[src/rtl/curve_periph_pkg.sv]
// Shared definitions for the Curve25519 peripheral: register map, CTRL/STATUS
// bit positions and the ladder sequencer state encoding.
package curve_periph_pkg;

    localparam int DEF_NSTEPS  = 255;
    localparam int DEF_TIMEOUT = 4096;

    localparam logic [7:0] A_CTRL   = 8'h40;
    localparam logic [7:0] A_STATUS = 8'h41;
    localparam logic [7:0] A_IDX    = 8'h42;

    localparam int C_START = 0;
    localparam int C_ABORT = 1;
    localparam int C_IE    = 2;

    localparam int S_DONE    = 0;
    localparam int S_ABORTED = 1;
    localparam int S_WRERR   = 2;
    localparam int S_ERR     = 3;

    typedef enum logic [2:0] {
        ST_IDLE,
        ST_LOAD,
        ST_STEP_REQ,
        ST_STEP_WAIT,
        ST_INV_REQ,
        ST_INV_WAIT,
        ST_DONE,
        ST_ERROR
    } seq_state_e;

endpackage

[src/rtl/curve_ladder_sequencer_if.sv]
// Register-port and datapath handshake bundle of the ladder sequencer.
interface curve_ladder_sequencer_if;
    logic [7:0] subaddr;
    logic [7:0] wr_data;
    logic       wr_pulse;
    logic       rd_pulse;
    logic [7:0] rd_data;
    logic       step_start;
    logic       step_swap;
    logic       step_done;
    logic       inv_start;
    logic       inv_swap;
    logic       inv_done;
    logic       dp_we;
    logic [5:0] dp_addr;
    logic [7:0] dp_wdata;
    logic [7:0] dp_rdata;
    logic       busy;
    logic       done;

    // Sequencer side
    modport slave (
        input  subaddr, wr_data, wr_pulse, rd_pulse, step_done, inv_done, dp_rdata,
        output rd_data, step_start, step_swap, inv_start, inv_swap,
               dp_we, dp_addr, dp_wdata, busy, done
    );

    // Host / datapath side
    modport master (
        output subaddr, wr_data, wr_pulse, rd_pulse, step_done, inv_done, dp_rdata,
        input  rd_data, step_start, step_swap, inv_start, inv_swap,
               dp_we, dp_addr, dp_wdata, busy, done
    );
endinterface

[src/rtl/curve_regfile.sv]
// Scalar storage, register decode, registered read mux and sticky status flags.
module curve_regfile
    import curve_periph_pkg::*;
(
    input  logic       clk,
    input  logic       reset,
    input  logic [7:0] i_subaddr,
    input  logic [7:0] i_wr_data,
    input  logic       i_wr_pulse,
    input  logic       i_rd_pulse,
    input  logic [7:0] i_dp_rdata,
    input  logic       i_busy,
    input  logic       i_load,
    input  logic       i_set_done,
    input  logic       i_set_err,
    input  logic       i_set_aborted,
    input  logic [7:0] i_idx,
    output logic [7:0] o_rd_data,
    output logic       o_k_bit,
    output logic       o_start,
    output logic       o_abort,
    output logic       o_irq,
    output logic       o_dp_we,
    output logic [5:0] o_dp_addr,
    output logic [7:0] o_dp_wdata
);
    logic [255:0] r_scalar;
    logic         r_ie;
    logic [3:0]   r_status;
    logic [7:0]   r_rd_data;

    logic       w_scalar_sel, w_point_sel, w_result_sel, w_ctrl_wr, w_drop, w_stat_clr;
    logic [7:0] w_rd_next;

    assign w_scalar_sel = (i_subaddr[7:5] == 3'b000);
    assign w_point_sel  = (i_subaddr[7:5] == 3'b001);
    assign w_result_sel = (i_subaddr[7:5] == 3'b011);
    assign w_ctrl_wr    = i_wr_pulse && (i_subaddr == A_CTRL);
    assign w_drop       = i_wr_pulse && i_busy && (w_scalar_sel || w_point_sel);
    assign w_stat_clr   = i_rd_pulse && (i_subaddr == A_STATUS);

    // Abort takes precedence over a start carried in the same CTRL write
    assign o_start    = w_ctrl_wr && i_wr_data[C_START] && !i_wr_data[C_ABORT];
    assign o_abort    = w_ctrl_wr && i_wr_data[C_ABORT];
    assign o_irq      = r_status[S_DONE] && r_ie;
    assign o_k_bit    = r_scalar[i_idx];
    assign o_dp_we    = i_wr_pulse && w_point_sel && !i_busy;
    assign o_dp_addr  = (w_point_sel || w_result_sel) ? {i_subaddr[6], i_subaddr[4:0]} : 6'h00;
    assign o_dp_wdata = o_dp_we ? i_wr_data : 8'h00;
    assign o_rd_data  = r_rd_data;

    always_comb begin
        w_rd_next = 8'h00;
        if (w_scalar_sel)                     w_rd_next = r_scalar[{i_subaddr[4:0], 3'b000} +: 8];
        else if (w_point_sel || w_result_sel) w_rd_next = i_dp_rdata;
        else if (i_subaddr == A_CTRL)         w_rd_next = {5'b0, r_ie, 2'b00};
        else if (i_subaddr == A_STATUS)       w_rd_next = {4'b0, r_status};
        else if (i_subaddr == A_IDX)          w_rd_next = i_idx;
    end

    always_ff @(posedge clk) begin
        if (reset) begin
            r_scalar  <= '0;
            r_ie      <= 1'b0;
            r_status  <= '0;
            r_rd_data <= '0;
        end else begin
            r_rd_data <= w_rd_next;
            if (i_load) begin
                r_scalar[2:0] <= 3'b000;
                r_scalar[255] <= 1'b0;
                r_scalar[254] <= 1'b1;
            end else if (i_wr_pulse && w_scalar_sel && !i_busy) begin
                r_scalar[{i_subaddr[4:0], 3'b000} +: 8] <= i_wr_data;
            end
            if (w_ctrl_wr) r_ie <= i_wr_data[C_IE];
            // Read-to-clear first so that an event landing in the same cycle is kept
            if (w_stat_clr)    r_status           <= '0;
            if (i_load)        r_status[S_DONE]    <= 1'b0;
            if (i_set_done)    r_status[S_DONE]    <= 1'b1;
            if (i_set_aborted) r_status[S_ABORTED] <= 1'b1;
            if (w_drop)        r_status[S_WRERR]   <= 1'b1;
            if (i_set_err)     r_status[S_ERR]     <= 1'b1;
        end
    end
endmodule

[src/rtl/curve_ladder_sequencer.sv]
// Montgomery ladder scheduler: clamps the scalar, issues NSTEPS cswap step
// requests MSB-first, then the final swap + inversion, with an ack watchdog.
module curve_ladder_sequencer
    import curve_periph_pkg::*;
#(
    parameter int NSTEPS  = DEF_NSTEPS,
    parameter int TIMEOUT = DEF_TIMEOUT
) (
    input logic                      clk,
    input logic                      reset,
    curve_ladder_sequencer_if.slave  bus
);
    localparam int TW = $clog2(TIMEOUT + 1);

    seq_state_e    r_state, w_state_nxt;
    logic [7:0]    r_idx;
    logic          r_swap;
    logic [TW-1:0] r_timer;

    logic w_k_bit, w_start, w_abort, w_busy, w_load, w_set_done, w_set_err, w_timeout;

    curve_regfile u_regfile (
        .clk          (clk),
        .reset        (reset),
        .i_subaddr    (bus.subaddr),
        .i_wr_data    (bus.wr_data),
        .i_wr_pulse   (bus.wr_pulse),
        .i_rd_pulse   (bus.rd_pulse),
        .i_dp_rdata   (bus.dp_rdata),
        .i_busy       (w_busy),
        .i_load       (w_load),
        .i_set_done   (w_set_done),
        .i_set_err    (w_set_err),
        .i_set_aborted(w_abort && w_busy),
        .i_idx        (r_idx),
        .o_rd_data    (bus.rd_data),
        .o_k_bit      (w_k_bit),
        .o_start      (w_start),
        .o_abort      (w_abort),
        .o_irq        (bus.done),
        .o_dp_we      (bus.dp_we),
        .o_dp_addr    (bus.dp_addr),
        .o_dp_wdata   (bus.dp_wdata)
    );

    assign w_timeout = (r_timer == TW'(TIMEOUT - 1));
    assign bus.busy  = w_busy;

    always_comb begin
        w_state_nxt    = r_state;
        w_busy         = 1'b1;
        w_load         = 1'b0;
        w_set_done     = 1'b0;
        w_set_err      = 1'b0;
        bus.step_start = 1'b0;
        bus.step_swap  = 1'b0;
        bus.inv_start  = 1'b0;
        bus.inv_swap   = 1'b0;
        case (r_state)
            ST_IDLE, ST_DONE, ST_ERROR: begin
                w_busy = 1'b0;
                if (w_start) w_state_nxt = ST_LOAD;
            end
            ST_LOAD: begin
                w_load      = 1'b1;
                w_state_nxt = ST_STEP_REQ;
            end
            ST_STEP_REQ: begin
                bus.step_start = 1'b1;
                bus.step_swap  = r_swap ^ w_k_bit;
                w_state_nxt    = ST_STEP_WAIT;
            end
            ST_STEP_WAIT: begin
                if (bus.step_done) begin
                    w_state_nxt = (r_idx == 8'd0) ? ST_INV_REQ : ST_STEP_REQ;
                end else if (w_timeout) begin
                    w_state_nxt = ST_ERROR;
                    w_set_err   = 1'b1;
                end
            end
            ST_INV_REQ: begin
                bus.inv_start = 1'b1;
                bus.inv_swap  = r_swap;
                w_state_nxt   = ST_INV_WAIT;
            end
            ST_INV_WAIT: begin
                if (bus.inv_done) begin
                    w_state_nxt = ST_DONE;
                    w_set_done  = 1'b1;
                end else if (w_timeout) begin
                    w_state_nxt = ST_ERROR;
                    w_set_err   = 1'b1;
                end
            end
            default: w_state_nxt = ST_IDLE;
        endcase
        // Abort overrides any ack, timeout or request in the same cycle
        if (w_abort && w_busy) begin
            w_state_nxt    = ST_IDLE;
            w_set_done     = 1'b0;
            w_set_err      = 1'b0;
            bus.step_start = 1'b0;
            bus.step_swap  = 1'b0;
            bus.inv_start  = 1'b0;
            bus.inv_swap   = 1'b0;
        end
    end

    always_ff @(posedge clk) begin
        if (reset) begin
            r_state <= ST_IDLE;
            r_idx   <= 8'(NSTEPS - 1);
            r_swap  <= 1'b0;
            r_timer <= '0;
        end else begin
            r_state <= w_state_nxt;
            r_timer <= (r_state == ST_STEP_WAIT || r_state == ST_INV_WAIT) ? r_timer + 1'b1 : '0;
            if (w_load) begin
                r_idx  <= 8'(NSTEPS - 1);
                r_swap <= 1'b0;
            end
            if (r_state == ST_STEP_REQ) r_swap <= w_k_bit;
            if (r_state == ST_STEP_WAIT && w_state_nxt == ST_STEP_REQ) r_idx <= r_idx - 8'd1;
        end
    end
endmodule

[src/flat_wrapper.sv]
// flat-port wrapper written by rule: the top's interface ports become plain ports
module curve_ladder_sequencer_flat import curve_periph_pkg::*;
#(
    parameter int NSTEPS  = DEF_NSTEPS,
    parameter int TIMEOUT = DEF_TIMEOUT
)
  (clk, reset, bus_subaddr, bus_wr_data, bus_wr_pulse, bus_rd_pulse, bus_step_done, bus_inv_done, bus_dp_rdata, bus_rd_data, bus_step_start, bus_step_swap, bus_inv_start, bus_inv_swap, bus_dp_we, bus_dp_addr, bus_dp_wdata, bus_busy, bus_done);
  curve_ladder_sequencer_if bus_i ();
  input logic clk;
  input logic reset;
  input wire logic [$bits(bus_i.subaddr)-1:0] bus_subaddr;
  input wire logic [$bits(bus_i.wr_data)-1:0] bus_wr_data;
  input wire logic [$bits(bus_i.wr_pulse)-1:0] bus_wr_pulse;
  input wire logic [$bits(bus_i.rd_pulse)-1:0] bus_rd_pulse;
  input wire logic [$bits(bus_i.step_done)-1:0] bus_step_done;
  input wire logic [$bits(bus_i.inv_done)-1:0] bus_inv_done;
  input wire logic [$bits(bus_i.dp_rdata)-1:0] bus_dp_rdata;
  output wire logic [$bits(bus_i.rd_data)-1:0] bus_rd_data;
  output wire logic [$bits(bus_i.step_start)-1:0] bus_step_start;
  output wire logic [$bits(bus_i.step_swap)-1:0] bus_step_swap;
  output wire logic [$bits(bus_i.inv_start)-1:0] bus_inv_start;
  output wire logic [$bits(bus_i.inv_swap)-1:0] bus_inv_swap;
  output wire logic [$bits(bus_i.dp_we)-1:0] bus_dp_we;
  output wire logic [$bits(bus_i.dp_addr)-1:0] bus_dp_addr;
  output wire logic [$bits(bus_i.dp_wdata)-1:0] bus_dp_wdata;
  output wire logic [$bits(bus_i.busy)-1:0] bus_busy;
  output wire logic [$bits(bus_i.done)-1:0] bus_done;
  assign bus_i.subaddr = bus_subaddr;
  assign bus_i.wr_data = bus_wr_data;
  assign bus_i.wr_pulse = bus_wr_pulse;
  assign bus_i.rd_pulse = bus_rd_pulse;
  assign bus_i.step_done = bus_step_done;
  assign bus_i.inv_done = bus_inv_done;
  assign bus_i.dp_rdata = bus_dp_rdata;
  assign bus_rd_data = bus_i.rd_data;
  assign bus_step_start = bus_i.step_start;
  assign bus_step_swap = bus_i.step_swap;
  assign bus_inv_start = bus_i.inv_start;
  assign bus_inv_swap = bus_i.inv_swap;
  assign bus_dp_we = bus_i.dp_we;
  assign bus_dp_addr = bus_i.dp_addr;
  assign bus_dp_wdata = bus_i.dp_wdata;
  assign bus_busy = bus_i.busy;
  assign bus_done = bus_i.done;
  curve_ladder_sequencer #(.NSTEPS(NSTEPS), .TIMEOUT(TIMEOUT)) u_core (.clk(clk), .reset(reset), .bus(bus_i));
endmodule
[config.mk]
export PLATFORM = sky130hd
export DESIGN_NAME = curve_ladder_sequencer_flat
export DESIGN_NICKNAME = d
export VERILOG_FILES = /design/src/rtl/curve_periph_pkg.sv /design/src/rtl/curve_ladder_sequencer_if.sv /design/src/rtl/curve_regfile.sv /design/src/rtl/curve_ladder_sequencer.sv /design/src/flat_wrapper.sv
export SDC_FILE = /design/constraint.sdc
export NUM_CORES = 1
export LEC_CHECK = 0
export CORE_MARGIN = 2
export CORE_UTILIZATION = 56
export DETAILED_ROUTE_END_ITERATION = 10
export PLACE_DENSITY = 0.74
export SYNTH_ARGS = -nofsm -noshare
export SYNTH_HDL_FRONTEND = slang
export SYNTH_SLANG_ARGS = --single-unit
export TNS_END_PERCENT = 5
[constraint.sdc]
create_clock -name clk -period 5.06 [get_ports clk]
set_input_delay 1.012 -clock clk [delete_from_list [all_inputs] [get_ports clk]]
set_output_delay 1.012 -clock clk [all_outputs]
set_load 0.02 [all_outputs]
==> flow_metrics.tcl <==
set metrics [dict create \
    cts_root_buffer "clkbuf_16" \
    reg2reg_to "u_core.r_idx[0]" \
    die_h_um 173.7 \
    period_needed_ns 4.886 \
    crit_path_top_delay_cell "clkdlybuf4s50_1" \
    synth_edf_count 0 \
    num_vias 14000 \
    synth.area.top_cells "dfxtp_1 36%, mux4_2 15%, mux2i_1 14%" \
    hold_viol 0 \
    clk_pin_slew_ns 0.07 \
    cp_cell_sequence "buf_4, mux4_2, a22oi_2, a21oi_1, or3_1, a2111o_1, a31oi_4, mux2i_1, clkdlybuf4s50_1" \
    fmax_mhz 204.7 \
    rows 62 \
    p_total_mw 5.327 \
    cts_hold_buf 0 \
    nNetsFinal 1641 \
    grt.overflow.total 0 \
    slew_headroom_pct 30.39 \
    cp-end-kind "output port" \
    min_from "u_core.r_timer[0]" \
    highest_layer "met4" \
    cp_top_family "compound AO/OA/AOI/OAI gates" \
    whs_ns 0.4688 \
    drcViolationCount 0 \
    p_sw_share_pct 26.39 \
    drv_slew 0 \
    cap_violations 0 \
    grt_max_degree 129 \
    grtUsageTotal_pct 37.21 \
    synth_area_mm2 0.01613 \
    critPathMaxFanout 10 \
    rsz0062_at_grt "no" \
    grt_pass1_wl_um 84680 \
    switchingPower_mw 1.406 \
    die_w_um 173.7 \
    power_density_mw_per_mm2 293.7 \
    crit_arrival_ns 3.87 \
    routedWlPerCell_um 28.28 \
    post_layout_nonfiller_instances 2011 \
    synth_async_sr_flop_share_pct 0 \
    r2r_start "u_core.r_idx[0]" \
    max_stage_delay_ns 0.62 \
    dp_cells 1947 \
    antenna_found_initial 6 \
    min_to "u_core.r_timer[0]" \
    drt-total-wl_um 56860 \
    synthFlopType "dfxtp_1" \
    syn_inst 1583 \
    hold_path.class "reg2reg" \
    critPathBufInv 2 \
    core_area_mm2 0.02855 \
    drtAntennaViolNets 0 \
    clk_latency_ns 0.59 \
    drive_gt1_share_pct 15.20 \
    start_kind "flip-flop" \
    clock_skew_ns 0.02008 \
    pre_cts_ws_ns 0.3410 \
    h-tree-depth 1 \
    path_class "reg2out" \
    dp_hpwl_um 40600 \
    p_clk_share_pct 44.6 \
    nFillCells 2330 \
    synth_seq_cells 294 \
    reg2reg_depth 11 \
    cts_buffers 31 \
    yosys.area.top_type "dfxtp_1" \
    m1WireLength_um 20270 \
    cts_sinks 294 \
    p_leak_nw 7.572 \
    initialDrtViolationCount 2169 \
    setup_slack_ns 0.1743 \
    syn_to_final_growth_pct 12.43 \
    pwr-share-comb_pct 11.0 \
    final.period_utilization_pct 96.55 \
    place.gp.congestion 1.044 \
    synth_cell_types 73 \
    required_ns 4.05 \
    vdd_drop_max_uv 260.5 \
    wl_met3_um 8601 \
    cts_buffer_depth 3 \
    grt_pass1_vias 13190 \
    synth_seq_area_share_pct 36.48 \
    pwr-share-seq_pct 44.5 \
    netlist.area_leader.share_pct 36.48 \
    cts_tree "yes" \
    finalSetupViolations 0 \
    synth_nets 1620 \
    min_path_cells 1 \
    numPortBuffers 58 \
    worstMarginPinSlew_ns 1.044 \
    reg2reg_slack_ns 1.49 \
    route.met2.wl_um 24220 \
    via_per_inst 6.961 \
    dieArea_mm2 0.03018 \
    yosysWarnings 0 \
    run_status "completed" \
    boundaryPins 59 \
    fin_tns_setup_ns 0 \
    p_int_mw 3.921 \
    dr.pass1.iters 9 \
    initial_utilization_pct 56.51 \
    avgSynthCellArea_um2 10.19 \
]
worst max path at each step:
stage	start	endpoint	slack [ns]	cells after the start
after floorplan	bus_subaddr[1]	bus_step_swap	0.38	10
after global placement	u_core.r_idx[1]	bus_step_swap	0.37	8
final	u_core.r_idx[0]	bus_step_swap	0.17	9
after CTS	u_core.r_idx[0]	bus_step_swap	0.07	8
after global routing	u_core.r_idx[1]	bus_step_swap	0.04	8
after detailed placement	u_core.r_idx[1]	bus_step_swap	0.34	8
power by group through the flow:
stage	Clock, mW	Combinational [mW]	Sequential (mW)
2_1_floorplan	0	0.378	2.40
3_3_place_gp	0	0.548	2.42
3_5_place_dp	0	0.554	2.42
4_1_cts	2.37	0.561	2.37
5_1_grt	2.48	0.615	2.37
6_report	2.37	0.584	2.37
per-stage QoR:
stage | cell area (um^2) | utilization, %
2_1_floorplan | 16130 | -
3_3_place_gp | 16990 | 59.51
3_5_place_dp | 16990 | 59.51
4_1_cts | 18080 | 63.33
5_1_grt | 18130 | 63.53
6_report | 18140 | 63.53
logic make-up after synthesis:
family	Yosys count	share of synthesized area, %
flops	294	36.48
compound gates	147	6.197
buf+inv	133	3.653
fa+ha+maj	7	0.5429
simple gates	610	17.71
xor+xnor	18	0.9773
mux	374	34.43
cell type report:
cell class	instances	area [um^2]	share of cell area (%)
Clock inverter	12	152.6	0.8416
Clock buffer	42	897.1	4.946
Timing Repair Buffer	107	977.2	5.388
Multi-Input combinational cell	1156	9679	53.37
Inverter	14	52.55	0.2897
Antenna cell	2	5.005	0.02759
Sequential cell	294	5893	32.49
Tap cell	384	480.5	2.649
Yosys cell counts (all sizes together), types with 3 or more instances:
master	instances
nand3	77
a211o	3
dfxtp	294
a2111oi	5
buf	39
nor2b	15
nor3	20
nand4	9
o22ai	5
a211oi	4
nand2b	9
nor3b	9
a22oi	14
a2bb2oi	4
a21oi	58
a222oi	5
o21ai	10
mux2	9
clkbuf	80
ha	7
xnor2	11
and3	21
mux2i	229
xor2	7
mux4	136
inv	14
a31oi	6
or3	7
a221o	3
o21a	4
nand2	94
nor2	286
nor4	5
and2	42
o41ai	3
a221oi	4
or2	5
sequential cells by signal, summed over array words and instances, names as in the netlist:
register                    count
u_core.u_regfile.r_ie           1
u_core.r_state                  3
u_core.r_idx                    8
u_core.u_regfile.r_status       4
u_core.u_regfile.r_scalar     256
u_core.r_timer                 13
u_core.r_swap                   1
u_core.u_regfile.o_rd_data      8
layer usage:
layer | vias up | global-route usage [%]
met1 | 6702 | 47.60
met2 | 1152 | 55.73
met5 | - | 0
met3 | 283 | 12.98
met4 | 0 | 19.57
li1 | 5862 | -
cell usage in the layout (no fill, tap or decap), drive strengths merged, types with 10 or more instances in the layout:
cell type,synthesis,layout
dfxtp,294,294
nor2,286,286
mux2i,229,229
mux4,136,136
nand2,94,94
nand3,77,77
a21oi,58,58
clkdlybuf4s50,0,55
buf,39,51
clkbuf,80,43
and2,42,42
and3,21,21
nor3,20,20
inv,14,18
nor2b,15,15
a22oi,14,14
xnor2,11,11
o21ai,10,10
timing repair:
item,CTS,global route
buffers inserted,2,6
cloned,0,0
gates resized for setup,2,2
endpoints found under the setup margin,1,1
(Power assumes the default switching activity.)
